<file path="config.mk">
export PLATFORM = sky130hd
export DESIGN_NAME = debug_sequencer
export DESIGN_NICKNAME = d
export VERILOG_FILES = /design/src/rtl/debug_pkg.sv /design/src/rtl/debug_tx_serializer.sv /design/src/rtl/debug_sequencer.sv
export SDC_FILE = /design/constraint.sdc
export NUM_CORES = 1
export LEC_CHECK = 0
export BUFFER_PORTS_ARGS = -buffer_cell sky130_fd_sc_hd__buf_2
export CAP_MARGIN = 20
export CORE_ASPECT_RATIO = 1.5
export CORE_UTILIZATION = 45
export CTS_CLUSTER_DIAMETER = 150
export CTS_CLUSTER_SIZE = 25
export DETAILED_ROUTE_END_ITERATION = 8
export PLACE_DENSITY = 0.73
export REMOVE_ABC_BUFFERS = 1
export SKIP_LAST_GASP = 1
export SYNTH_ARGS = -nofsm -noshare
export SYNTH_HDL_FRONTEND = slang
export SYNTH_SLANG_ARGS = --single-unit
</file>
<file path="constraint.sdc">
create_clock -name clk -period 1.8 [get_ports clk]
set_input_delay 0.09 -clock clk [delete_from_list [all_inputs] [get_ports clk]]
set_output_delay 0.09 -clock clk [all_outputs]
set_load 0.01 [all_outputs]
</file>
<file path="src/rtl/debug_pkg.sv">
// Shared encodings, command codes and report-frame sizing for debug_sequencer.
// DEBUG_SEQ_CYCLE_COUNT_EN widens the frame from 2 to 4 bytes (PC + cycle count).
package debug_pkg;

    localparam logic [7:0] CMD_RUN_DEF    = 8'h63;  // 'c'
    localparam logic [7:0] CMD_HALT_DEF   = 8'h68;  // 'h'
    localparam logic [7:0] CMD_STEP_DEF   = 8'h73;  // 's'
    localparam logic [7:0] CMD_REPORT_DEF = 8'h72;  // 'r'

`ifdef DEBUG_SEQ_CYCLE_COUNT_EN
    localparam int FRAME_BYTES = 4;
`else
    localparam int FRAME_BYTES = 2;
`endif
    localparam int SNAP_W = 8 * FRAME_BYTES;
    localparam int IDX_W  = $clog2(FRAME_BYTES);

    typedef enum logic [1:0] {
        SEQ_IDLE,
        SEQ_RUN,
        SEQ_STEP,
        SEQ_HALT
    } seq_state_t;

    typedef enum logic [1:0] {
        SER_IDLE,
        SER_LOAD,
        SER_SEND,
        SER_WAIT
    } ser_state_t;

    // Byte idx of the snapshot word, MSB byte first.
    function automatic logic [7:0] frame_byte(input logic [SNAP_W-1:0] word,
                                              input logic [IDX_W-1:0]  idx);
        return word[SNAP_W - 8 - 8 * int'(idx) +: 8];
    endfunction

endpackage

</file>
<file path="src/rtl/debug_tx_serializer.sv">
// Byte walker for the report frame: latches a snapshot word on i_start and
// sends it MSB byte first, one byte per tx_start/tx_done handshake.
module debug_tx_serializer
    import debug_pkg::*;
(
    input  logic              clk,
    input  logic              rst_n,
    input  logic              i_start,
    input  logic [SNAP_W-1:0] i_word,
    input  logic              i_tx_done,
    output logic              o_tx_start,
    output logic [7:0]        o_tx_data,
    output logic              o_busy
);

    ser_state_t        r_state;
    ser_state_t        w_next;
    logic [SNAP_W-1:0] r_snap;
    logic [IDX_W-1:0]  r_idx;
    logic              r_tx_start;
    logic [7:0]        r_tx_data;
    logic              w_last;

    assign w_last = (r_idx == IDX_W'(FRAME_BYTES - 1));

    always_comb begin
        w_next = r_state;
        case (r_state)
            SER_IDLE: if (i_start) w_next = SER_LOAD;
            SER_LOAD: w_next = SER_WAIT;
            SER_SEND: w_next = SER_WAIT;
            SER_WAIT: if (i_tx_done) w_next = w_last ? SER_IDLE : SER_SEND;
            default:  w_next = SER_IDLE;
        endcase
    end

    always_ff @(posedge clk or negedge rst_n) begin
        if (!rst_n) r_state <= SER_IDLE;
        else        r_state <= w_next;
    end

    // Outputs are registered so the byte and its start pulse appear together
    // in the LOAD/SEND cycle and the byte holds through WAIT.
    always_ff @(posedge clk or negedge rst_n) begin
        if (!rst_n) begin
            r_snap     <= '0;
            r_idx      <= '0;
            r_tx_start <= 1'b0;
            r_tx_data  <= 8'h00;
        end else begin
            r_tx_start <= (w_next == SER_LOAD) || (w_next == SER_SEND);
            if (r_state == SER_IDLE && i_start) begin
                r_snap    <= i_word;
                r_idx     <= '0;
                r_tx_data <= frame_byte(i_word, '0);
            end else if (r_state == SER_WAIT && i_tx_done && !w_last) begin
                r_idx     <= r_idx + 1'b1;
                r_tx_data <= frame_byte(r_snap, r_idx + 1'b1);
            end
        end
    end

    assign o_tx_start = r_tx_start;
    assign o_tx_data  = r_tx_data;
    assign o_busy     = (r_state != SER_IDLE);

endmodule

</file>
<file path="src/rtl/debug_sequencer.sv">
// Host command sequencer: gates the core enable (run/halt/step) and reports PC+1
// over the UART Tx. DEBUG_SEQ_CYCLE_COUNT_EN adds an enabled-cycle counter to the report.
module debug_sequencer
    import debug_pkg::*;
#(
    parameter int         PC_W       = 10,
    parameter logic [7:0] CMD_RUN    = CMD_RUN_DEF,
    parameter logic [7:0] CMD_HALT   = CMD_HALT_DEF,
    parameter logic [7:0] CMD_STEP   = CMD_STEP_DEF,
    parameter logic [7:0] CMD_REPORT = CMD_REPORT_DEF
) (
    input  logic            clk,
    input  logic            rst_n,
    input  logic [7:0]      rx_data,
    input  logic            rx_done,
    input  logic            tx_done,
    input  logic [PC_W-1:0] pc_plus_1,
    output logic            enable,
    output logic [7:0]      tx_data,
    output logic            tx_start,
    output logic            busy
);

    seq_state_t        r_state;
    seq_state_t        w_next;
    logic              w_enable;
    logic              w_start;
    logic              w_ser_busy;
    logic [15:0]       w_pc_ext;
    logic [SNAP_W-1:0] w_word;

    assign w_pc_ext = 16'(pc_plus_1);

    // Commands are only accepted when both the FSM and the serializer are idle.
    // HALT takes one extra cycle with enable low so HALT and STEP share the
    // same 2-cycle report latency.
    always_comb begin
        w_next   = r_state;
        w_enable = 1'b0;
        w_start  = 1'b0;
        case (r_state)
            SEQ_IDLE: begin
                if (rx_done && !w_ser_busy) begin
                    if (rx_data == CMD_RUN)         w_next  = SEQ_RUN;
                    else if (rx_data == CMD_STEP)   w_next  = SEQ_STEP;
                    else if (rx_data == CMD_REPORT) w_start = 1'b1;
                end
            end
            SEQ_RUN: begin
                w_enable = 1'b1;
                if (rx_done && rx_data == CMD_HALT) w_next = SEQ_HALT;
            end
            SEQ_STEP: begin
                w_enable = 1'b1;
                w_start  = 1'b1;
                w_next   = SEQ_IDLE;
            end
            SEQ_HALT: begin
                w_start = 1'b1;
                w_next  = SEQ_IDLE;
            end
            default: w_next = SEQ_IDLE;
        endcase
    end

    always_ff @(posedge clk or negedge rst_n) begin
        if (!rst_n) r_state <= SEQ_IDLE;
        else        r_state <= w_next;
    end

`ifdef DEBUG_SEQ_CYCLE_COUNT_EN
    logic [15:0] r_cnt;
    logic        w_clr_cnt;

    assign w_clr_cnt = (r_state == SEQ_IDLE) &&
                       ((w_next == SEQ_RUN) || (w_next == SEQ_STEP));

    always_ff @(posedge clk or negedge rst_n) begin
        if (!rst_n)         r_cnt <= 16'h0000;
        else if (w_clr_cnt) r_cnt <= 16'h0000;
        else if (w_enable)  r_cnt <= r_cnt + 16'd1;
    end

    // Count the current cycle too, so a STEP snapshot reports 1.
    assign w_word = {w_pc_ext, r_cnt + {15'd0, w_enable}};
`else
    assign w_word = w_pc_ext;
`endif

    debug_tx_serializer u_ser (
        .clk        (clk),
        .rst_n      (rst_n),
        .i_start    (w_start),
        .i_word     (w_word),
        .i_tx_done  (tx_done),
        .o_tx_start (tx_start),
        .o_tx_data  (tx_data),
        .o_busy     (w_ser_busy)
    );

    assign enable = w_enable;
    assign busy   = (r_state != SEQ_IDLE) || w_ser_busy;

endmodule

</file>
==> results.cfg, run 1 <==
[placed_design]
io_buffers = 32
place.detailed.hpwl_um = 1700
placed_area_mm2 = 0.00141
post-place-cells = 159
gp_congestion = 0.772
pre_cts_ws_ns = 0.0187

[drt]
drt_iter0_drc = 27
wl_um = 2550
dr_total_vias = 962
final_antenna_net_count = 0
via_per_inst = 5.37
drc = 5
wl_per_cell_um = 14.2
dr.pass1.iters = 6

[yosys]
synth_cell_type_count = 27
ys_ff_latch = 22
yosysTopAreaCell = dfrtp_1
synth-seq-area-share_pct = 47.2
syn_area_per_cell_um2 = 12.0
postSynthCellCount = 97
synth_flop_cell = dfrtp_1
yosysMostFrequentCell = dfrtp_1
synth_top_area_share_pct = 47.2
yosysWarnings = 0
syn_area_mm2 = 0.00117
synth_edf_count = 0
async_flop_share_pct = 100
synthTopCellsByArea = dfrtp_1, mux2_4, mux2i_1
synth_common_cells = dfrtp_1, nor2_1, mux2i_1

[outcome]
status = finished with violations
violations = DRC

[timing]
rsz0062_at_grt = true
maxSlewViolCount = 0
setup_viol = 0
finalWorstPathRequiredPeriod_ns = 1.74
holdWs_ns = 0.0107
setup_ws_ns = 0.0551
fin_crit_sh_pct = 96.9
slew_headroom_pct = 67.9
tightestPinTransition_ns = 0.481
finalSetupTns_ns = 0
fmax_mhz = 573
clock_skew_ns = 0.00450
hold_viol_final = 0

[cts]
insertion_delay_ns = 0.31
clk_pin_slew_worst_paths_ns = 0.12
cts_buffer_depth = 2
cts_tree = yes
cts_root_buffer = clkbuf_4
numCtsBuffers = 3
clock-sinks = 22
cts-htree-levels = 1

[power_and_ir_drop]
cellPowerDensity_mw_per_mm2 = 1440
fin_total_pwr_mw = 2.38
ir_drop_mv = 0.738
power_leakage_nw = 0.857

[worst_setup_path]
crit_required_ns = 2.00
cp.arrival_ns = 1.95
end_kind = flop
worst_setup_path_start_kind = flop
critPathKind = reg2reg
crit_fanout = 4

[global_routing]
grt_max_degree = 23
grt.total_usage_pct = 18.2
grt_first_pass_wirelength_um = 3730
grt_pass1_vias = 904
antenna_found_initial = 0
grt_overflow_total = 0

[finish]
final_nets = 185
syn_to_final_growth_pct = 42.1
drive_gt1_share_pct = 45.8
diodes = 0
fin_area_mm2 = 0.00166
n_fill_cell = 177
fin_cells = 179
final_util_pct = 67.6

[job]
drv_cap = 0

[floorplan]
dieArea_mm2 = 0.00280
start_util_pct = 47.6
fp.dieW_um = 43.6
coreArea_mm2 = 0.00245
num_rows = 22
dieHeight_um = 64.3
ioPinCount = 33

[worst_hold_path]
worstHoldPathType = in2reg
-- worst paths after layout --
kind	start	endpoint	slack, ns	depth (start not counted)
worst max-delay path	r_state[1]	u_ser.r_snap[6]	0.06	7
worst min-delay path	pc_plus_1[5]	u_ser.r_snap[5]	0.01	2
worst max register to register	r_state[1]	u_ser.r_snap[6]	0.06	7
worst min register to register	u_ser.r_idx	u_ser.r_idx	0.53	2
max in group asynchronous	rst_n	u_ser.o_tx_data[6]	1.21	2
min in group asynchronous	rst_n	u_ser.r_snap[5]	0.26	2
-- power by group --
part | internal, mW | switching, mW | leakage [nW]
Sequential | 0.728 | 0.123 | 0.265
Combinational | 0.705 | 0.557 | 0.571
Clock | 0.124 | 0.144 | 0.0210
-- state kept, by name (all words and copies together), names as in the netlist --
name	cells
u_ser.r_snap	8
u_ser.r_idx	1
u_ser.o_tx_start	1
u_ser.o_tx_data	8
r_state	2
u_ser.r_state	2
-- cell type report --
type	count	area (um2)	area share, %
tap	24	30.0	1.81
inverter	5	18.8	1.13
sequential	22	551	33.2
clock buffer	4	36.3	2.19
timing repair buffer	57	418	25.2
multi-input combinational	67	603	36.4
-- critical path: stages (launching register included) --
cell and delay, ns:
dfrtp_1 0.41, inv_2 0.09, ha_4 0.13, and4b_1 0.19, nand3_2 0.11, a21oi_4 0.22, clkbuf_16 0.18, mux2_4 0.29
-- layer usage --
metal  global-route usage [%]  vias to the layer above  share of wire, %
li1                         -                      459                 -
met1                     17.8                      464                40
met2                     33.2                       32                53
met3                     2.82                        7               3.3
met4                     12.1                        0               3.5
met5                        0                        -                 0
-- cell families after synthesis --
logic type	synth area share [%]
XOR/XNOR	0.751
adder cells (fa/ha/maj)	7.51
buffers and inverters	3.75
flip-flops	47.2
multiplexers	18.7
AO/OA/AOI/OAI	7.40
AND/OR/NAND/NOR	14.7
-- cells in the final DEF, fill, tap and decap left out, types with 2 or more instances in the layout --
cell / Yosys / routed
buf_2: 1 / 32
dfrtp_1: 22 / 22
buf_4: 0 / 13
nor2_1: 10 / 9
mux2i_1: 9 / 9
dlygate4sd3_1: 0 / 9
mux2_4: 7 / 8
nand2_1: 6 / 6
o21ai_0: 5 / 5
ha_1: 7 / 5
inv_2: 0 / 4
a22o_1: 3 / 3
nand4b_1: 3 / 3
clkbuf_4: 0 / 3
and4b_1: 2 / 2
nand3b_1: 2 / 2
ha_4: 0 / 2
clkbuf_16: 0 / 2
-- what timing repair did --
action,4_1_cts,5_1_grt
resized for setup,0,10
hold buffers,6,3
setup buffers,0,5
hold endpoints to repair,27,3
endpoints found under the setup margin,0,9
Power figures use the tool's default switching activity.
==> run 2, diff against run 1 <==
--- a/config.mk
+++ b/config.mk
@@ -8,13 +8,14 @@
 export BUFFER_PORTS_ARGS = -buffer_cell sky130_fd_sc_hd__buf_2
 export CAP_MARGIN = 20
 export CORE_ASPECT_RATIO = 1.5
-export CORE_UTILIZATION = 45
+export CORE_UTILIZATION = 50
 export CTS_CLUSTER_DIAMETER = 150
 export CTS_CLUSTER_SIZE = 25
 export DETAILED_ROUTE_END_ITERATION = 8
-export PLACE_DENSITY = 0.73
+export PLACE_DENSITY = 0.77
 export REMOVE_ABC_BUFFERS = 1
 export SKIP_LAST_GASP = 1
 export SYNTH_ARGS = -nofsm -noshare
 export SYNTH_HDL_FRONTEND = slang
 export SYNTH_SLANG_ARGS = --single-unit
+export TNS_END_PERCENT = 20
==> constraint.sdc (replaced) <==
create_clock -name clk -period 1.9 [get_ports clk]
set_input_delay 0.095 -clock clk [delete_from_list [all_inputs] [get_ports clk]]
set_output_delay 0.095 -clock clk [all_outputs]
set_load 0.1 [all_outputs]
==> results.cfg, run 2 (same netlist as run 1, synthesis figures left out) <==
[outcome]
status = finished with violations
violations = DRC

[timing]
setup_viol = 0
setup_ws_ns = 0.0771
fmax_mhz = 549
hold_viol_final = 0
fin_crit_sh_pct = 95.9
tightestPinTransition_ns = 0.482
maxSlewViolCount = 0
finalWorstPathRequiredPeriod_ns = 1.82
finalSetupTns_ns = 0
clock_skew_ns = 0.00491
slew_headroom_pct = 67.9

[placed_design]
post-place-cells = 153
place.detailed.hpwl_um = 1570
gp_congestion = 0.758
placed_area_mm2 = 0.00137
pre_cts_ws_ns = 0.0295
io_buffers = 32

[drt]
wl_um = 2280
wl_per_cell_um = 13.7
drc = 2
dr.pass1.iters = 6
drt_iter0_drc = 16
final_antenna_net_count = 0
via_per_inst = 5.40
dr_total_vias = 897

[finish]
drive_gt1_share_pct = 44.8
fin_area_mm2 = 0.00153
fin_cells = 166
final_nets = 173
diodes = 0
final_common_cell = buf_2
layout_common_cells = buf_2, dfrtp_1, nor2_1
syn_to_final_growth_pct = 31.1
final_util_pct = 69.3

[floorplan]
dieArea_mm2 = 0.00253
dieHeight_um = 61.1
num_rows = 21
coreArea_mm2 = 0.00221
start_util_pct = 52.8
ioPinCount = 33
fp.dieW_um = 41.4

[cts]
insertion_delay_ns = 0.30
cts_buffer_depth = 2
cts-htree-levels = 1
numCtsBuffers = 3
cts_tree = yes
clock-sinks = 22
cts_root_buffer = clkbuf_4
clk_pin_slew_worst_paths_ns = 0.12

[worst_setup_path]
crit_required_ns = 2.09
r2r-start = r_state[0]
cp.arrival_ns = 2.01
worst_setup_path_start_kind = flop
end_kind = flop
timing.rr.end = u_ser.r_snap[0]
reg2regPathDepth = 7
crit_end = u_ser.r_snap[0]
crit_fanout = 5
critPathKind = reg2reg
crit_start = r_state[0]
ff2ff_setup_slack_ns = 0.08

[global_routing]
antenna_found_initial = 0
grt_overflow_total = 0
grt_first_pass_wirelength_um = 3350
grt_max_degree = 23
grt.total_usage_pct = 17.4
grt_pass1_vias = 822

[power_and_ir_drop]
power_leakage_nw = 0.799
ir_drop_mv = 1.17
cellPowerDensity_mw_per_mm2 = 1880

[worst_hold_path]
worstHoldPathType = in2reg

[job]
drv_cap = 0
==> run 2: changes by cell type in the layout (fill, tap and decap cells not counted) <==
cell,before,now
nor2_1,9,10
buf_4,13,8
mux2_4,8,7
mux2_2,1,2
nor2_2,1,0
ha_1,5,6
dlygate4sd3_1,9,2
ha_4,2,1
==> run 2: layout make-up <==
| type | instances | area (um2) |
|---|---|---|
| clock buffers | 4 | 36.3 |
| fillers | 173 | 678 |
| inverters | 5 | 18.8 |
| multi-input cells | 67 | 584 |
| flip-flops and latches | 22 | 551 |
| well taps | 23 | 28.8 |
| repair buffers | 45 | 310 |
==> run 2: how the worst min path moves through the flow <==
stage | start | endpoint | slack [ns] | cells after the start
final | pc_plus_1[8] | u_ser.o_tx_data[0] | 0.02 | 3
after CTS | pc_plus_1[8] | u_ser.o_tx_data[0] | 0.01 | 3
after detailed placement | rst_n | u_ser.r_snap[2] | 0.08 | 1
after floorplan | rst_n | r_state[0] | -0.20 | 0
after global placement | rst_n | u_ser.o_tx_start | 0.08 | 1
after global routing | pc_plus_1[1] | u_ser.r_snap[1] | 0.005 | 2
==> run 2: per-stage QoR <==
step	total power, mW	hold WS, ns
2_1_floorplan	2.15	-0.201
3_3_place_gp	2.44	0.0781
3_5_place_dp	2.48	0.0781
6_report	2.87	0.0210
5_1_grt	3.06	0.00484
4_1_cts	2.74	0.00965
==> run 2: metal layers <==
layer | part of all wire [%] | GRT usage [%] | wire [um]
met2 | 55 | 31.5 | 1250
met4 | 1.7 | 11.1 | 38
met1 | 39 | 18.4 | 879
met3 | 4.7 | 3.81 | 108
met5 | 0 | 0 | 0
==> run 2: worst max-delay path, cell delays in order (launching register included) <==
cell	delay (ns)
dfrtp_1	0.44
inv_2	0.08
ha_1	0.15
and4b_1	0.21
nand3_2	0.12
a21oi_4	0.23
buf_12	0.15
mux2_2	0.33
==> run 2: timing repair <==
item / 4_1_cts / 5_1_grt
hold buffers: 2 / 0
hold endpoints to repair: 23 / 0
setup endpoints to repair: 0 / 8
buffers inserted: 0 / 5
resized for setup: 0 / 6
==> run 2: where the power goes <==
group | switching (mW) | internal, mW | total [mW] | leakage [nW]
combinational | 1.20 | 0.621 | 1.82 | 0.513
sequential | 0.118 | 0.689 | 0.808 | 0.265
clock | 0.130 | 0.117 | 0.247 | 0.0210
total | 1.45 | 1.43 | 2.87 | 0.799
